`src/rtl/ddr2_pattern_engine_if.sv`:
```
// Command/return bus between the pattern engine and the DDR2 controller.
// The engine is the master; the controller (or its bench model) is the slave.
interface ddr2_pattern_engine_if #(
    parameter int DATA_W = 16,
    parameter int ADDR_W = 25
);
    logic [2:0]        cmd;
    logic [1:0]        sz;
    logic [2:0]        op;
    logic              fetching;
    logic [DATA_W-1:0] din;
    logic [ADDR_W-1:0] addr;
    logic              ready;
    logic [6:0]        fillcount;
    logic              notfull;
    logic [DATA_W-1:0] dout;
    logic [ADDR_W-1:0] raddr;
    logic              validout;

    modport master (
        output cmd, sz, op, fetching, din, addr,
        input  ready, fillcount, notfull, dout, raddr, validout
    );

    modport slave (
        input  cmd, sz, op, fetching, din, addr,
        output ready, fillcount, notfull, dout, raddr, validout
    );
endinterface

```
`src/rtl/ddr2_pattern_engine.sv`:
```
// Self-checking DDR2 traffic engine: writes NUM_BLOCKS blocks of address-derived
// data, reads them back in the same block order and checks every returned word.
//
// state   | meaning
// S_IDLE  | waiting for start after reset
// S_WR    | issuing block-write beats
// S_RD    | issuing one block-read beat per block
// S_WAIT_RD | draining outstanding read words, idle timer running
// S_DONE  | result valid; start launches a new run
module ddr2_pattern_engine #(
    parameter int          DATA_W      = 16,
    parameter int          ADDR_W      = 25,
    parameter int          NUM_BLOCKS  = 64,
    parameter logic [1:0]  BLK_SZ      = 2'b11,
    parameter int unsigned BASE_ADDR   = 0,
    parameter int          ADDR_MODE   = 0,
    parameter int          FILL_THRESH = 96,
    parameter int          TIMEOUT     = 4096
) (
    input  logic                 clk,
    input  logic                 reset,
    input  logic                 start_i,
    input  logic [DATA_W-1:0]    seed_i,
    ddr2_pattern_engine_if.master bus,
    output logic                 busy_o,
    output logic                 done_o,
    output logic                 pass_o,
    output logic [15:0]          err_count_o,
    output logic [ADDR_W-1:0]    first_err_addr_o,
    output logic                 timeout_o
);
    localparam int          BLK_LEN   = (int'(BLK_SZ) + 1) * 8;
    localparam int          OUT_W     = 20;
    localparam int          IDLE_W    = $clog2(TIMEOUT + 1);
    localparam logic [5:0]  BEAT_LAST = 6'(BLK_LEN - 1);
    localparam logic [12:0] BLK_LAST  = 13'(NUM_BLOCKS - 1);
    localparam logic [7:0]  FILL_T    = 8'(FILL_THRESH);
    localparam logic [15:0] LFSR_SEED = 16'hACE1;
    localparam logic [2:0]  CMD_NOP   = 3'b000;
    localparam logic [2:0]  CMD_RD    = 3'b011;
    localparam logic [2:0]  CMD_WR    = 3'b100;

    typedef enum logic [2:0] {S_IDLE, S_WR, S_RD, S_WAIT_RD, S_DONE} state_t;

    state_t              state_q;
    logic [2:0]          cmd_q;
    logic [1:0]          sz_q;
    logic                fetching_q;
    logic [DATA_W-1:0]   din_q;
    logic [ADDR_W-1:0]   addr_q;
    logic [DATA_W-1:0]   seed_q;
    logic [5:0]          beat_q;
    logic [12:0]         blk_q;
    logic                last_q;
    logic [15:0]         lfsr_q, lfsr_d;
    logic [OUT_W-1:0]    outstanding_q, outstanding_d;
    logic [IDLE_W-1:0]   idle_q;
    logic                busy_q, done_q, pass_q, timeout_q;
    logic [15:0]         err_count_q;
    logic [ADDR_W-1:0]   first_err_addr_q;

    logic [15:0]         blk_idx;
    logic [ADDR_W-1:0]   blk_addr;
    logic                accept, can_raise, fill_ok, chk_v, chk_err;

    // E(a) = a[15:0] ^ seed ^ {a[24:16], 7'b0}
    function automatic logic [DATA_W-1:0] exp_word(input logic [ADDR_W-1:0] a,
                                                   input logic [DATA_W-1:0] s);
        logic [15:0] e;
        e = 16'(a) ^ 16'((32'(a) >> 16) << 7);
        return DATA_W'(e) ^ s;
    endfunction

    always_comb begin
        lfsr_d    = {lfsr_q[14:0], lfsr_q[15] ^ lfsr_q[13] ^ lfsr_q[12] ^ lfsr_q[10]};
        blk_idx   = (ADDR_MODE == 1) ? (lfsr_q % 16'(NUM_BLOCKS)) : 16'(blk_q);
        blk_addr  = ADDR_W'(BASE_ADDR) + ADDR_W'(blk_idx) * ADDR_W'(BLK_LEN);
        accept    = fetching_q && bus.notfull;
        can_raise = !fetching_q || bus.notfull;
        fill_ok   = {1'b0, bus.fillcount} < FILL_T;
        chk_v     = (state_q == S_RD || state_q == S_WAIT_RD) && bus.validout;
        chk_err   = chk_v && ((outstanding_q == '0) ||
                              (bus.dout != exp_word(bus.raddr, seed_q)));
        outstanding_d = outstanding_q;
        if (state_q == S_RD && accept)
            outstanding_d = outstanding_d + OUT_W'(BLK_LEN);
        // A stray word with nothing outstanding is an error, not a credit.
        if (chk_v && outstanding_q != '0)
            outstanding_d = outstanding_d - OUT_W'(1);
    end

    always_ff @(posedge clk or negedge reset) begin
        if (!reset) begin
            state_q          <= S_IDLE;
            cmd_q            <= CMD_NOP;
            sz_q             <= 2'b00;
            fetching_q       <= 1'b0;
            din_q            <= '0;
            addr_q           <= '0;
            seed_q           <= '0;
            beat_q           <= '0;
            blk_q            <= '0;
            last_q           <= 1'b0;
            lfsr_q           <= '0;
            outstanding_q    <= '0;
            idle_q           <= '0;
            busy_q           <= 1'b0;
            done_q           <= 1'b0;
            pass_q           <= 1'b0;
            timeout_q        <= 1'b0;
            err_count_q      <= '0;
            first_err_addr_q <= '0;
        end else begin
            outstanding_q <= outstanding_d;
            if (chk_err) begin
                if (err_count_q != 16'hFFFF) err_count_q <= err_count_q + 16'd1;
                if (err_count_q == 16'd0)    first_err_addr_q <= bus.raddr;
            end
            case (state_q)
                S_IDLE, S_DONE: begin
                    if (start_i && bus.ready) begin
                        state_q          <= S_WR;
                        seed_q           <= seed_i;
                        err_count_q      <= '0;
                        first_err_addr_q <= '0;
                        timeout_q        <= 1'b0;
                        done_q           <= 1'b0;
                        pass_q           <= 1'b0;
                        busy_q           <= 1'b1;
                        beat_q           <= '0;
                        blk_q            <= '0;
                        last_q           <= 1'b0;
                        lfsr_q           <= LFSR_SEED;
                        outstanding_q    <= '0;
                        idle_q           <= '0;
                    end
                end
                S_WR, S_RD: begin
                    if (accept && last_q) begin
                        fetching_q <= 1'b0;
                        cmd_q      <= CMD_NOP;
                        last_q     <= 1'b0;
                        beat_q     <= '0;
                        blk_q      <= '0;
                        // Reseed so the read phase revisits the write order.
                        lfsr_q     <= LFSR_SEED;
                        state_q    <= (state_q == S_WR) ? S_RD : S_WAIT_RD;
                    end else if (can_raise) begin
                        if (!last_q && fill_ok) begin
                            fetching_q <= 1'b1;
                            sz_q       <= BLK_SZ;
                            addr_q     <= blk_addr;
                            if (state_q == S_WR) begin
                                cmd_q <= CMD_WR;
                                din_q <= exp_word(blk_addr + ADDR_W'(beat_q), seed_q);
                            end else begin
                                cmd_q <= CMD_RD;
                                din_q <= '0;
                            end
                            if (state_q == S_RD || beat_q == BEAT_LAST) begin
                                beat_q <= '0;
                                blk_q  <= blk_q + 13'd1;
                                lfsr_q <= lfsr_d;
                                if (blk_q == BLK_LAST) last_q <= 1'b1;
                            end else begin
                                beat_q <= beat_q + 6'd1;
                            end
                        end else begin
                            fetching_q <= 1'b0;
                            cmd_q      <= CMD_NOP;
                        end
                    end
                end
                S_WAIT_RD: begin
                    if (outstanding_q == '0) begin
                        state_q <= S_DONE;
                        done_q  <= 1'b1;
                        busy_q  <= 1'b0;
                        pass_q  <= !chk_err && (err_count_q == 16'd0);
                    end else if (idle_q == IDLE_W'(TIMEOUT)) begin
                        state_q   <= S_DONE;
                        done_q    <= 1'b1;
                        busy_q    <= 1'b0;
                        timeout_q <= 1'b1;
                        pass_q    <= 1'b0;
                    end else begin
                        idle_q <= bus.validout ? '0 : idle_q + IDLE_W'(1);
                    end
                end
                default: state_q <= S_IDLE;
            endcase
        end
    end

    assign bus.cmd          = cmd_q;
    assign bus.sz           = sz_q;
    assign bus.op           = 3'b000;
    assign bus.fetching     = fetching_q;
    assign bus.din          = din_q;
    assign bus.addr         = addr_q;
    assign busy_o           = busy_q;
    assign done_o           = done_q;
    assign pass_o           = pass_q;
    assign err_count_o      = err_count_q;
    assign first_err_addr_o = first_err_addr_q;
    assign timeout_o        = timeout_q;
endmodule

```
`src/flat_wrapper.sv`:
```
// flat-port wrapper written by rule: the top's interface ports become plain ports
module ddr2_pattern_engine_flat 
#(
    parameter int          DATA_W      = 16,
    parameter int          ADDR_W      = 25,
    parameter int          NUM_BLOCKS  = 64,
    parameter logic [1:0]  BLK_SZ      = 2'b11,
    parameter int unsigned BASE_ADDR   = 0,
    parameter int          ADDR_MODE   = 0,
    parameter int          FILL_THRESH = 96,
    parameter int          TIMEOUT     = 4096
)
  (clk, reset, start_i, seed_i, busy_o, done_o, pass_o, err_count_o, first_err_addr_o, timeout_o, bus_cmd, bus_sz, bus_op, bus_fetching, bus_din, bus_addr, bus_ready, bus_fillcount, bus_notfull, bus_dout, bus_raddr, bus_validout);
  ddr2_pattern_engine_if #(.DATA_W(DATA_W), .ADDR_W(ADDR_W)) bus_i ();
  input  logic clk;
  input  logic reset;
  input  logic start_i;
  input  logic [DATA_W-1:0] seed_i;
  output logic busy_o;
  output logic done_o;
  output logic pass_o;
  output logic [15:0] err_count_o;
  output logic [ADDR_W-1:0] first_err_addr_o;
  output logic timeout_o;
  output wire logic [$bits(bus_i.cmd)-1:0] bus_cmd;
  output wire logic [$bits(bus_i.sz)-1:0] bus_sz;
  output wire logic [$bits(bus_i.op)-1:0] bus_op;
  output wire logic [$bits(bus_i.fetching)-1:0] bus_fetching;
  output wire logic [$bits(bus_i.din)-1:0] bus_din;
  output wire logic [$bits(bus_i.addr)-1:0] bus_addr;
  input wire logic [$bits(bus_i.ready)-1:0] bus_ready;
  input wire logic [$bits(bus_i.fillcount)-1:0] bus_fillcount;
  input wire logic [$bits(bus_i.notfull)-1:0] bus_notfull;
  input wire logic [$bits(bus_i.dout)-1:0] bus_dout;
  input wire logic [$bits(bus_i.raddr)-1:0] bus_raddr;
  input wire logic [$bits(bus_i.validout)-1:0] bus_validout;
  assign bus_cmd = bus_i.cmd;
  assign bus_sz = bus_i.sz;
  assign bus_op = bus_i.op;
  assign bus_fetching = bus_i.fetching;
  assign bus_din = bus_i.din;
  assign bus_addr = bus_i.addr;
  assign bus_i.ready = bus_ready;
  assign bus_i.fillcount = bus_fillcount;
  assign bus_i.notfull = bus_notfull;
  assign bus_i.dout = bus_dout;
  assign bus_i.raddr = bus_raddr;
  assign bus_i.validout = bus_validout;
  ddr2_pattern_engine #(.DATA_W(DATA_W), .ADDR_W(ADDR_W), .NUM_BLOCKS(NUM_BLOCKS), .BLK_SZ(BLK_SZ), .BASE_ADDR(BASE_ADDR), .ADDR_MODE(ADDR_MODE), .FILL_THRESH(FILL_THRESH), .TIMEOUT(TIMEOUT)) u_core (.clk(clk), .reset(reset), .start_i(start_i), .seed_i(seed_i), .bus(bus_i), .busy_o(busy_o), .done_o(done_o), .pass_o(pass_o), .err_count_o(err_count_o), .first_err_addr_o(first_err_addr_o), .timeout_o(timeout_o));
endmodule
```
`config.mk`:
```
export PLATFORM = sky130hd
export DESIGN_NAME = ddr2_pattern_engine_flat
export DESIGN_NICKNAME = d
export VERILOG_FILES = /design/src/rtl/ddr2_pattern_engine_if.sv /design/src/rtl/ddr2_pattern_engine.sv /design/src/flat_wrapper.sv
export SDC_FILE = /design/constraint.sdc
export NUM_CORES = 1
export LEC_CHECK = 0
export BUFFER_PORTS_ARGS = -buffer_cell sky130_fd_sc_hd__buf_2
export CAP_MARGIN = 20
export CORE_ASPECT_RATIO = 1.5
export CORE_MARGIN = 5
export CORE_UTILIZATION = 56
export DETAILED_ROUTE_END_ITERATION = 8
export PLACE_DENSITY = 0.82
export SLEW_MARGIN = 20
export SYNTH_ARGS = -nofsm -noshare
export SYNTH_HDL_FRONTEND = slang
export SYNTH_SLANG_ARGS = --single-unit
```
`constraint.sdc`:
```
create_clock -name clk -period 2.9 [get_ports clk]
set_input_delay 0.29 -clock clk [delete_from_list [all_inputs] [get_ports clk]]
set_output_delay 0.29 -clock clk [all_outputs]
set_load 0.01 [all_outputs]
```
Yosys cells after proc, flatten, opt, wreduce, memory -nomap -nowiden:

Index checks and enable logic that the tools add are counted.

* $add $sub $neg: 7
* $mul: 0
* divide/modulo/power cells: 0
* magnitude comparators: 1
* equality and inequality tests: 19
* shifts and indexed selects: 0
* multiplexer cells: 60
* bitwise gates (word level): 5
* reduce and logical (&&, ||, !) cells: 35

Operator list (number)
* 13-bit 2-to-1 mux: 8
* 25-bit 2-to-1 mux: 4
* 16-bit 2-to-1 mux: 5
* 20-bit 2-to-1 mux: 4
* 16-bit bitwise XOR: 4
* 13-bit case mux with 2 select lines: 2
* 6-bit 2-to-1 mux: 5
* 13-bit by 1-bit adder with 13-bit output (second input constant): 2
* 3-bit 2-to-1 mux: 8
* 20-bit by 6-bit adder with 20-bit output (second input constant): 1
* 20-bit zero test: 1
* 20-bit nonzero test: 1
* 20-bit by 1-bit subtractor with 20-bit output (second input constant): 1
* 18-bit by 6-bit adder with 19-bit output: 1
* 1-bit 2-to-1 mux: 17
* 16-bit by 1-bit adder with 16-bit output (second input constant): 1
* 16-bit zero test: 1
* 16-bit inequality test: 1
* 16-bit inequality test (second input constant): 1
* 4-bit AND reduction: 4
* 13-bit equality test (second input constant): 1
* 13-bit by 6-bit equality test with 1-bit output (second input constant): 1
* 3-bit by 1-bit inequality test with 1-bit output (second input constant): 4
* 6-bit case mux with 2 select lines: 1
* 22 further kinds: 48

* register bits after elaboration: 151
* bits in latches: 0
* memory bits (writable): 0
* memory bits (read-only): 0
* logic and storage cells: 145
* memories: 0

Logic depth before layout (Yosys ltp):

Gate-level depths: netlist of the first run.

* word-level depth: 9
* mapped depth: 10

Worst setup path before layout of the first run:

Ideal clock, no wire load.

* path kind: register -> register
* start point: reg u_core.fetching_q (netlist: u_core.bus.fetching)
* end point: reg u_core.outstanding_q[16]
* setup time: 0.074 ns
* arrival: 2.273 ns
* slack: 0.553 ns
* cell stages (with the launch flop): 9
* path buffers: 1
* period minus slack after synthesis: 2.347 ns
* cells stage by stage: dfrtp_1 -> nand4b_2 -> nor2_2 -> xnor2_1 -> or4b_1 -> buf_2 -> or3_1 -> a31o_1 -> a21oi_2

* longest elaborated chain between the ends: 7

Ends and longest elaborated chain
* start, declared: line ddr2_pattern_engine.sv:48 `logic fetching_q;`
* start signal, assigned: line ddr2_pattern_engine.sv:97 `fetching_q <= 1'b0;`
* start signal, assigned: line ddr2_pattern_engine.sv:140 `fetching_q <= 1'b0;`
* start signal, assigned: line ddr2_pattern_engine.sv:150 `fetching_q <= 1'b1;`
* 1-bit logical AND *: line ddr2_pattern_engine.sv:78 `accept = fetching_q && bus.notfull;`
* 1-bit logical AND *: line ddr2_pattern_engine.sv:85 `if (state_q == S_RD && accept)`
* 20-bit 2-to-1 mux *: line ddr2_pattern_engine.sv:85
* 20-bit by 1-bit subtractor with 20-bit output: line ddr2_pattern_engine.sv:89 `outstanding_d = outstanding_d - OUT_W'(1);`
* 20-bit 2-to-1 mux *: line ddr2_pattern_engine.sv:88 `if (chk_v && outstanding_q != '0)`
* 20-bit 2-to-1 mux: line ddr2_pattern_engine.sv:121 `if (start_i && bus.ready) begin`
* 20-bit 2-to-1 mux *: line ddr2_pattern_engine.sv:119 `case (state_q)`
* end signal, assigned: line ddr2_pattern_engine.sv:114 `outstanding_q <= outstanding_d;`
* end, declared: line ddr2_pattern_engine.sv:56 `logic [OUT_W-1:0] outstanding_q, outstanding_d;`

Every way passes the cells marked *; elsewhere a longest branch is shown, timed or not.
A chain may end at the register's enable or synchronous reset.

Final worst setup path of the first run:

* start point: reg u_core.outstanding_q[6]
* end point: reg u_core.outstanding_q[19]

* longest elaborated chain between the ends: 6
* elaborated cells between the ends (all ways): 8

Ends and longest elaborated chain
* 20-bit by 6-bit adder with 20-bit output: line ddr2_pattern_engine.sv:86 `outstanding_d = outstanding_d + OUT_W'(BLK_LEN);`
* 20-bit 2-to-1 mux: line ddr2_pattern_engine.sv:85
* 20-bit by 1-bit subtractor with 20-bit output: line ddr2_pattern_engine.sv:89
* 20-bit 2-to-1 mux *: line ddr2_pattern_engine.sv:88
* 20-bit 2-to-1 mux: line ddr2_pattern_engine.sv:121
* 20-bit 2-to-1 mux *: line ddr2_pattern_engine.sv:119

Marked as above.

==> results of run 1 <==
[cells in the mapped netlist, types with 3 or more instances]
master    number  area share (%)
nor4_1         6            0.44
nor3_2         3            0.35
and2_1         5            0.36
nand2b_1       9            0.65
buf_6          4            0.52
xnor2_1       70             7.1
a22o_1         5            0.51
xnor3_1        6             1.6
a21oi_1       18             1.0
nor2_1        83             3.6
nor3_1        23             1.3
nand3_1       31             1.8
nor4_2         3            0.44
inv_1         15            0.65
nand4_1       28             2.0
mux2i_1       36             4.2
mux2_2        13             1.7
a41oi_1        3            0.30
dfrtp_1      150              44
ha_1          10             1.5
clkbuf_1      26             1.1
and4_1         3            0.30
and3_1        19             1.4
xor2_1        31             3.1
a211oi_1       5            0.44
a31oi_1        9            0.65
or3_1          9            0.65
o22ai_1        4            0.29
or2_1          3            0.22
nor4b_1        3            0.30
buf_4         21             1.8
o21ai_0       42             2.4
o31ai_1       14             1.2
buf_2         14            0.81
nand2_1      138             6.0
nor2_2         3            0.22
[what timing repair did]
item,in CTS,in global routing
hold endpoints to repair,67,0
hold buffers,1,0
resized for setup,0,1
setup endpoints to repair,0,1
[worst reg2reg max path: cells and delay by family, from the launching register on]
family / cells / cell delay [ns]
AOI/OAI and AO/OA: 3 / 0.50
and+or+nand+nor: 3 / 1.25
adders and majority gates: 1 / 0.40
DFF: 1 / 0.49
[final cells by class]
class	count	area share, %
inverters	15	0.5571
repair buffers	165	9.026
multi-input cells	696	44.51
clock inverters	13	1.956
clock buffers	18	4.247
well taps	199	2.464
flip-flops and latches	150	37.14
diodes	4	0.09905
[per-stage QoR]
| step | hold WS (ns) | utilization [%] | cell area [sq um] | cells |
|---|---|---|---|---|
| CTS | 0.05109 | 66.68 | 10090 | 1256 |
| floorplan | -0.005591 | - | 8681 | 928 |
| global placement | 0.3428 | 62.47 | 9458 | 1224 |
| detailed placement | 0.3458 | 62.47 | 9458 | 1224 |
| global route | 0.06079 | 66.75 | 10110 | 1260 |
| finish | 0.05923 | 66.75 | 10110 | 1260 |
[layout by cell type, fill, tap and decap left out, types with 4 or more instances in the layout]
cell type / Yosys / routed
ha_1: 10 / 10
o22ai_1: 4 / 4
a211oi_1: 5 / 5
xnor3_1: 6 / 6
bufinv_16: 0 / 4
nand3_1: 31 / 31
inv_1: 15 / 15
and3_1: 19 / 19
a31oi_1: 9 / 9
or3_1: 9 / 9
xor2_1: 31 / 31
nand4_1: 28 / 28
mux2i_1: 36 / 36
conb_1: 1 / 15
nor2_1: 83 / 83
dfrtp_1: 150 / 150
clkbuf_16: 0 / 17
nor4_1: 6 / 6
buf_4: 21 / 18
a22o_1: 5 / 5
a21oi_1: 18 / 18
buf_2: 14 / 143
diode_2: 0 / 4
mux2_2: 13 / 13
o21ai_0: 42 / 42
o31ai_1: 14 / 14
xnor2_1: 70 / 70
nor3_1: 23 / 23
and2_1: 5 / 5
nand2_1: 138 / 138
nand2b_1: 9 / 9
[cell families (layout without fill, tap and decap cells)]
| logic type | count (synthesis) | after routing | share of synthesized area, % |
|---|---|---|---|
| compound gates | 127 | 127 | 9.774 |
| simple gates | 388 | 388 | 22.49 |
| buf+inv | 82 | 211 | 5.046 |
| flops | 150 | 150 | 43.50 |
| other cells | 1 | 19 | 0.04346 |
| xor+xnor | 107 | 107 | 11.82 |
| mux | 49 | 49 | 5.873 |
| fa+ha+maj | 10 | 10 | 1.450 |
[flip-flops by register name (all words and copies together) (netlist names), 2 cells and up]
signal                   flops
u_core.blk_q                13
u_core.err_count_o          16
u_core.bus.addr             13
u_core.idle_q               13
u_core.first_err_addr_o     25
u_core.beat_q                6
u_core.bus.cmd               2
u_core.state_q               3
u_core.seed_q               16
u_core.outstanding_q        20
u_core.bus.din              16
[worst max path at each step]
stage | to | slack, ns | cells after the start
after floorplan | u_core.outstanding_q[16] | 0.55 | 8
after global placement | u_core.outstanding_q[19] | 0.26 | 8
after detailed placement | u_core.outstanding_q[19] | 0.16 | 7
after CTS | u_core.outstanding_q[19] | 0.16 | 7
after global routing | u_core.outstanding_q[19] | 0.06 | 8
final | u_core.outstanding_q[19] | 0.19 | 7
[metal layers]
layer	up-vias	wire length, um
li1	3426	-
met4	0	970
met3	74	1121
met1	3641	8214
met2	287	12080
met5	-	0
[power by group through the flow]
stage                     clock [mW]  combinational, mW  sequential (mW)
after global placement             0               3.22             3.28
after detailed placement           0               3.32             3.30
after floorplan                    0               2.46             3.15
final                           2.38               3.39             3.29
after CTS                       2.40               3.39             3.28
after global routing            2.50               3.75             3.36
==> impl_metrics.py, run 1 <==
metrics = {
    "sta": {
        "drv_slew": 0,
        "timing.final.ws_setup_ns": 0.1851,
        "slew_headroom_pct": 48.20,
        "tightestPinTransition_ns": 0.7771,
        "rsz0062_at_grt": "false",
        "max_freq_mhz": 368.3,
        "setup_viol": 0,
        "finalHoldViolCount": 0,
        "fin_skew_ns": 0.009737,
        "fin_crit_sh_pct": 93.62,
        "min_period_ns": 2.715,
        "tns_ns": 0,
    },
    "drt": {
        "viasPerCell": 5.895,
        "finalWirelength_um": 22390,
        "drt-wirelength-per-cell_um": 17.77,
        "first_pass_iters": 6,
        "drcViolationCount": 0,
        "drt_iter0_markers": 426,
        "final_antenna_net_count": 0,
        "vias": 7428,
    },
    "worst_setup_path": {
        "path_class": "register to register",
        "rr_worst_depth": 7,
        "r2r_start": "u_core.outstanding_q[6]",
        "cp_data_required_time_ns": 3.24,
        "cp_num_buf_inv": 0,
        "r2r_slack_ns": 0.19,
        "crit_path_start_kind": "register",
        "startpoint": "u_core.outstanding_q[6]",
        "critical-path-top-delay-family": "simple AND/OR/NAND/NOR gates",
        "worstSetupEndpointType": "register",
        "path_cells": "ha_1 > nor4_2 > a32o_1 > and4_2 > o211ai_2 > or4_1 > a21oi_1",
        "r2r-end": "u_core.outstanding_q[19]",
        "cp_slowest_stage_delay_ns": 0.55,
        "arrival_ns": 3.06,
        "crit_slowest_cell": "or4_1",
        "cp_max_fo": 10,
    },
    "logic_synthesis": {
        "synth_ff_type": "dfrtp_1",
        "ys_seq_area_share_pct": 43.50,
        "async_reset_ff_share_pct": 100.0,
        "synth_cell_types": 75,
        "synth-warning-count": 0,
        "synth_area_per_cell_sq_um": 9.440,
        "syn_area_sq_mm": 0.008628,
        "synth-edff-count": 0,
        "synth_seq_cells": 150,
        "syn_inst": 914,
    },
    "placed_design": {
        "gp_congestion": 0.9172,
        "io_buffers": 144,
        "place_ws_ns": 0.1581,
        "hpwl_um": 15720,
    },
    "die": {
        "die_w_um": 111.4,
        "die_area_sq_mm": 0.01804,
        "num_io_pins": 165,
        "start_util_pct": 56.99,
        "dieHeight_um": 162.0,
        "core_area_sq_mm": 0.01514,
        "rows": 55,
    },
    "worst_hold_path": {
        "min-delay-start": "seed_i[4]",
        "min_to": "u_core.seed_q[4]",
        "hold_depth": 3,
        "hold_class": "input port to register",
    },
    "clock_tree": {
        "clk_pin_slew_ns": 0.07,
        "clockBufferDepth": 2,
        "cts_tree": "done",
        "cts_setup_buffers": 0,
        "cts_buffers": 17,
        "clk_latency_ns": 0.42,
        "cts.root.buffer_cell": "clkbuf_16",
        "htree_num_levels": 4,
        "cts_sinks": 150,
    },
    "power_and_ir_drop": {
        "p_leak_nw": 4.858,
        "pwr-share-clk_pct": 26.2,
        "p_switching_mw": 3.511,
        "p_total_mw": 9.061,
        "sequentialPowerShare_pct": 36.3,
        "peakVddDrop_mv": 0.4030,
        "power.internal_mw": 5.549,
        "pwr-share-comb_pct": 37.4,
        "sw_frac_of_total_pct": 38.75,
        "power-per-cell-area_mw_per_mm2": 896.6,
    },
    "global_routing": {
        "met3_usage_pct": 4.324,
        "antenna_found_initial": 4,
        "grt_pass1_vias": 7502,
        "grt_overflow_total": 0,
        "grt_usage_pct": 25.09,
        "use_met2_pct": 45.36,
        "grt_max_degree": 70,
        "busiest_layer": "met2",
        "grt_pass1_wl_um": 36760,
        "grt_use_met1_pct": 27.79,
    },
    "final_layout": {
        "fillers": 1236,
        "syn_to_final_growth_pct": 17.13,
        "multi_input_area_sq_mm": 0.004498,
        "fin_nets": 1125,
        "drive_above_1_share_pct": 22.14,
        "regArea_sq_mm": 0.003754,
    },
    "job": {
        "maxCapViolCount": 0,
    },
    "status": {
        "status": "finished clean",
    },
}
(Power assumes the default switching activity.)
==> run 2: changes to the inputs <==
--- a/config.mk
+++ b/config.mk
@@ -11,7 +11,8 @@
 export CORE_MARGIN = 5
 export CORE_UTILIZATION = 56
 export DETAILED_ROUTE_END_ITERATION = 8
-export PLACE_DENSITY = 0.82
+export HOLD_SLACK_MARGIN = 0.08
+export PLACE_DENSITY = 0.81
 export SLEW_MARGIN = 20
 export SYNTH_ARGS = -nofsm -noshare
 export SYNTH_HDL_FRONTEND = slang
==> run 2 against run 1 <==
  * Combinational power fell by 1%
  * Final area is 0.43% higher
  * Count of clock-buffer cells in the layout rose by 2
  * Worst setup slack improved by 0.013 ns
  * Clock skew is 0.0016 ns higher
  * Routed wire length fell by 4.0%
  * Global-route usage is 0.97 points lower
  * Sequential cell count unchanged
  * First-iteration DRC count rose by 27%
  * Power is 3.3% lower
  * Clock power fell by 10%
  * Largest cell class unchanged
==> impl_metrics.py, run 2 (same netlist as run 1, synthesis figures left out) <==
metrics = {
    "clock_tree": {
        "cts_sinks": 150,
        "cts_resized": 0,
        "clk_latency_ns": 0.43,
        "cts_setup_buffers": 0,
        "clk_pin_slew_ns": 0.06,
        "cts_buffers": 17,
        "clockBufferDepth": 2,
        "htree_num_levels": 4,
        "cts_tree": "done",
        "cts.root.buffer_cell": "clkbuf_16",
    },
    "die": {
        "num_io_pins": 165,
        "die_area_sq_mm": 0.01804,
        "die_w_um": 111.4,
        "core_area_sq_mm": 0.01514,
        "dieHeight_um": 162.0,
        "start_util_pct": 56.99,
        "rows": 55,
    },
    "final_layout": {
        "largest_reg_flops": 25,
        "syn_to_final_growth_pct": 17.63,
        "final_cell_mix": "dfrtp_1 (150), buf_2 (143), nand2_1 (138), nor2_1 (83), xnor2_1 (70)",
        "drive_above_1_share_pct": 21.72,
        "fin_nets": 1135,
        "final_common_cell": "dfrtp_1",
        "antenna_cells": 0,
    },
    "worst_setup_path": {
        "cp_num_buf_inv": 0,
        "critical-path-top-delay-family": "simple AND/OR/NAND/NOR gates",
        "crit_slowest_cell": "or4_1",
        "r2r_start": "u_core.outstanding_q[6]",
        "cp_max_fo": 10,
        "rr_worst_depth": 8,
        "path_class": "register to register",
        "cp_slowest_stage_delay_ns": 0.54,
        "r2r-end": "u_core.outstanding_q[19]",
        "cp_data_required_time_ns": 3.25,
        "cp.depth": 8,
        "path_cells": "ha_1 > nand4_1 > nor2_2 > nand3_1 > nor3_1 > o211ai_2 > or4_1 > a21oi_1",
        "worstSetupEndpointType": "register",
        "crit_path_start_kind": "register",
        "r2r_slack_ns": 0.20,
        "arrival_ns": 3.05,
    },
    "global_routing": {
        "grt_usage_pct": 24.12,
        "grt_pass1_vias": 7412,
        "antenna_found_initial": 0,
        "grt_pass1_wl_um": 35740,
        "grt_overflow_total": 0,
        "grt_max_degree": 73,
    },
    "sta": {
        "slew_headroom_pct": 49.99,
        "min_period_ns": 2.702,
        "timing.final.ws_setup_ns": 0.1978,
        "tns_ns": 0,
        "fin_crit_sh_pct": 93.18,
        "rsz0062_at_grt": "false",
        "max_freq_mhz": 370.1,
        "tightestPinTransition_ns": 0.7502,
        "drv_slew": 0,
        "fin_skew_ns": 0.01130,
        "finalHoldViolCount": 0,
        "setup_viol": 0,
    },
    "drt": {
        "first_pass_iters": 5,
        "vias": 7248,
        "drt-wirelength-per-cell_um": 16.97,
        "viasPerCell": 5.721,
        "final_antenna_net_count": 0,
        "drt_iter0_markers": 542,
        "drcViolationCount": 0,
        "finalWirelength_um": 21500,
    },
    "power_and_ir_drop": {
        "peakVddDrop_mv": 0.3944,
        "p_switching_mw": 3.470,
        "sw_frac_of_total_pct": 39.61,
        "p_total_mw": 8.761,
        "power-per-cell-area_mw_per_mm2": 863.2,
        "sequentialPowerShare_pct": 37.4,
        "power.internal_mw": 5.291,
        "pwr-share-comb_pct": 38.1,
        "pwr-share-clk_pct": 24.5,
        "p_leak_nw": 4.876,
    },
    "worst_hold_path": {
        "min_to": "u_core.seed_q[10]",
        "hold_depth": 3,
        "hold_class": "input port to register",
        "min-delay-start": "seed_i[10]",
    },
    "placed_design": {
        "place_ws_ns": 0.2669,
        "gp_congestion": 0.8897,
        "hpwl_um": 15390,
        "io_buffers": 144,
    },
    "job": {
        "maxCapViolCount": 0,
    },
    "status": {
        "status": "finished clean",
    },
}
[run 2: cell types whose count changed in the layout (fill, tap and decap cells not counted)]
cell           change
and4_1             +1
and4_2             -1
buf_4              -3
bufinv_16          -4
clkbuf_1           -1
clkbuf_8           +3
clkinv_2           -1
clkinv_4           +2
diode_2            -4
dlygate4sd3_1     +13
inv_6              +2
[run 2: power groups by stage]
stage	clock network (mW)	registers, mW	logic (mW)
floorplan	0	3.15	2.46
global placement	0	3.28	3.18
detailed placement	0	3.30	3.29
CTS	2.16	3.27	3.35
global route	2.25	3.35	3.69
finish	2.14	3.28	3.34
[run 2: worst max-delay path by stage]
stage | from | endpoint
after global routing | u_core.outstanding_q[6] | u_core.outstanding_q[19]
after CTS | u_core.outstanding_q[5] | u_core.outstanding_q[19]
after global placement | u_core.outstanding_q[5] | u_core.outstanding_q[19]
after floorplan | u_core.bus.fetching | u_core.outstanding_q[16]
after detailed placement | u_core.outstanding_q[5] | u_core.outstanding_q[19]
final | u_core.outstanding_q[6] | u_core.outstanding_q[19]
[run 2: tightest hold or removal path, delay by kind of cell]
kind,cells,cell delay (ns)
simple gates,2,0.10
buf+inv,1,0.08
[run 2: cell type report]
| cell class | instances | area, sq um |
|---|---|---|
| timing repair buffer | 175 | 1020 |
| clock inverter | 12 | 107.6 |
| inverter | 15 | 56.30 |
| multi-input combinational | 696 | 4497 |
| sequential | 150 | 3754 |
| clock buffer | 20 | 466.7 |
| tap | 199 | 249.0 |
| fill | 1187 | 4990 |
[run 2: repair_timing]
action | 4_1_cts | 5_1_grt
hold endpoints to repair | 83 | 0
setup endpoints to repair | 0 | 0
hold buffers | 14 | 0
[run 2: routing by layer]
metal  vias to the layer above  track usage, %  wire length [um]
li1                       3432               -                 -
met1                      3496           27.59              8088
met3                        69           4.100              1031
met2                       251           44.10             11570
met5                         -               0                 0
met4                         0           10.51               805
[run 2: per-stage QoR]
step / cells / hold WS, ns / instance area [sq um] / util [%]
floorplan: 928 / -0.005591 / 8681 / -
global placement: 1221 / 0.3407 / 9435 / 62.32
detailed placement: 1221 / 0.3464 / 9435 / 62.32
CTS: 1267 / 0.08053 / 10150 / 67.04
global route: 1267 / 0.09104 / 10150 / 67.04
finish: 1267 / 0.08594 / 10150 / 67.04
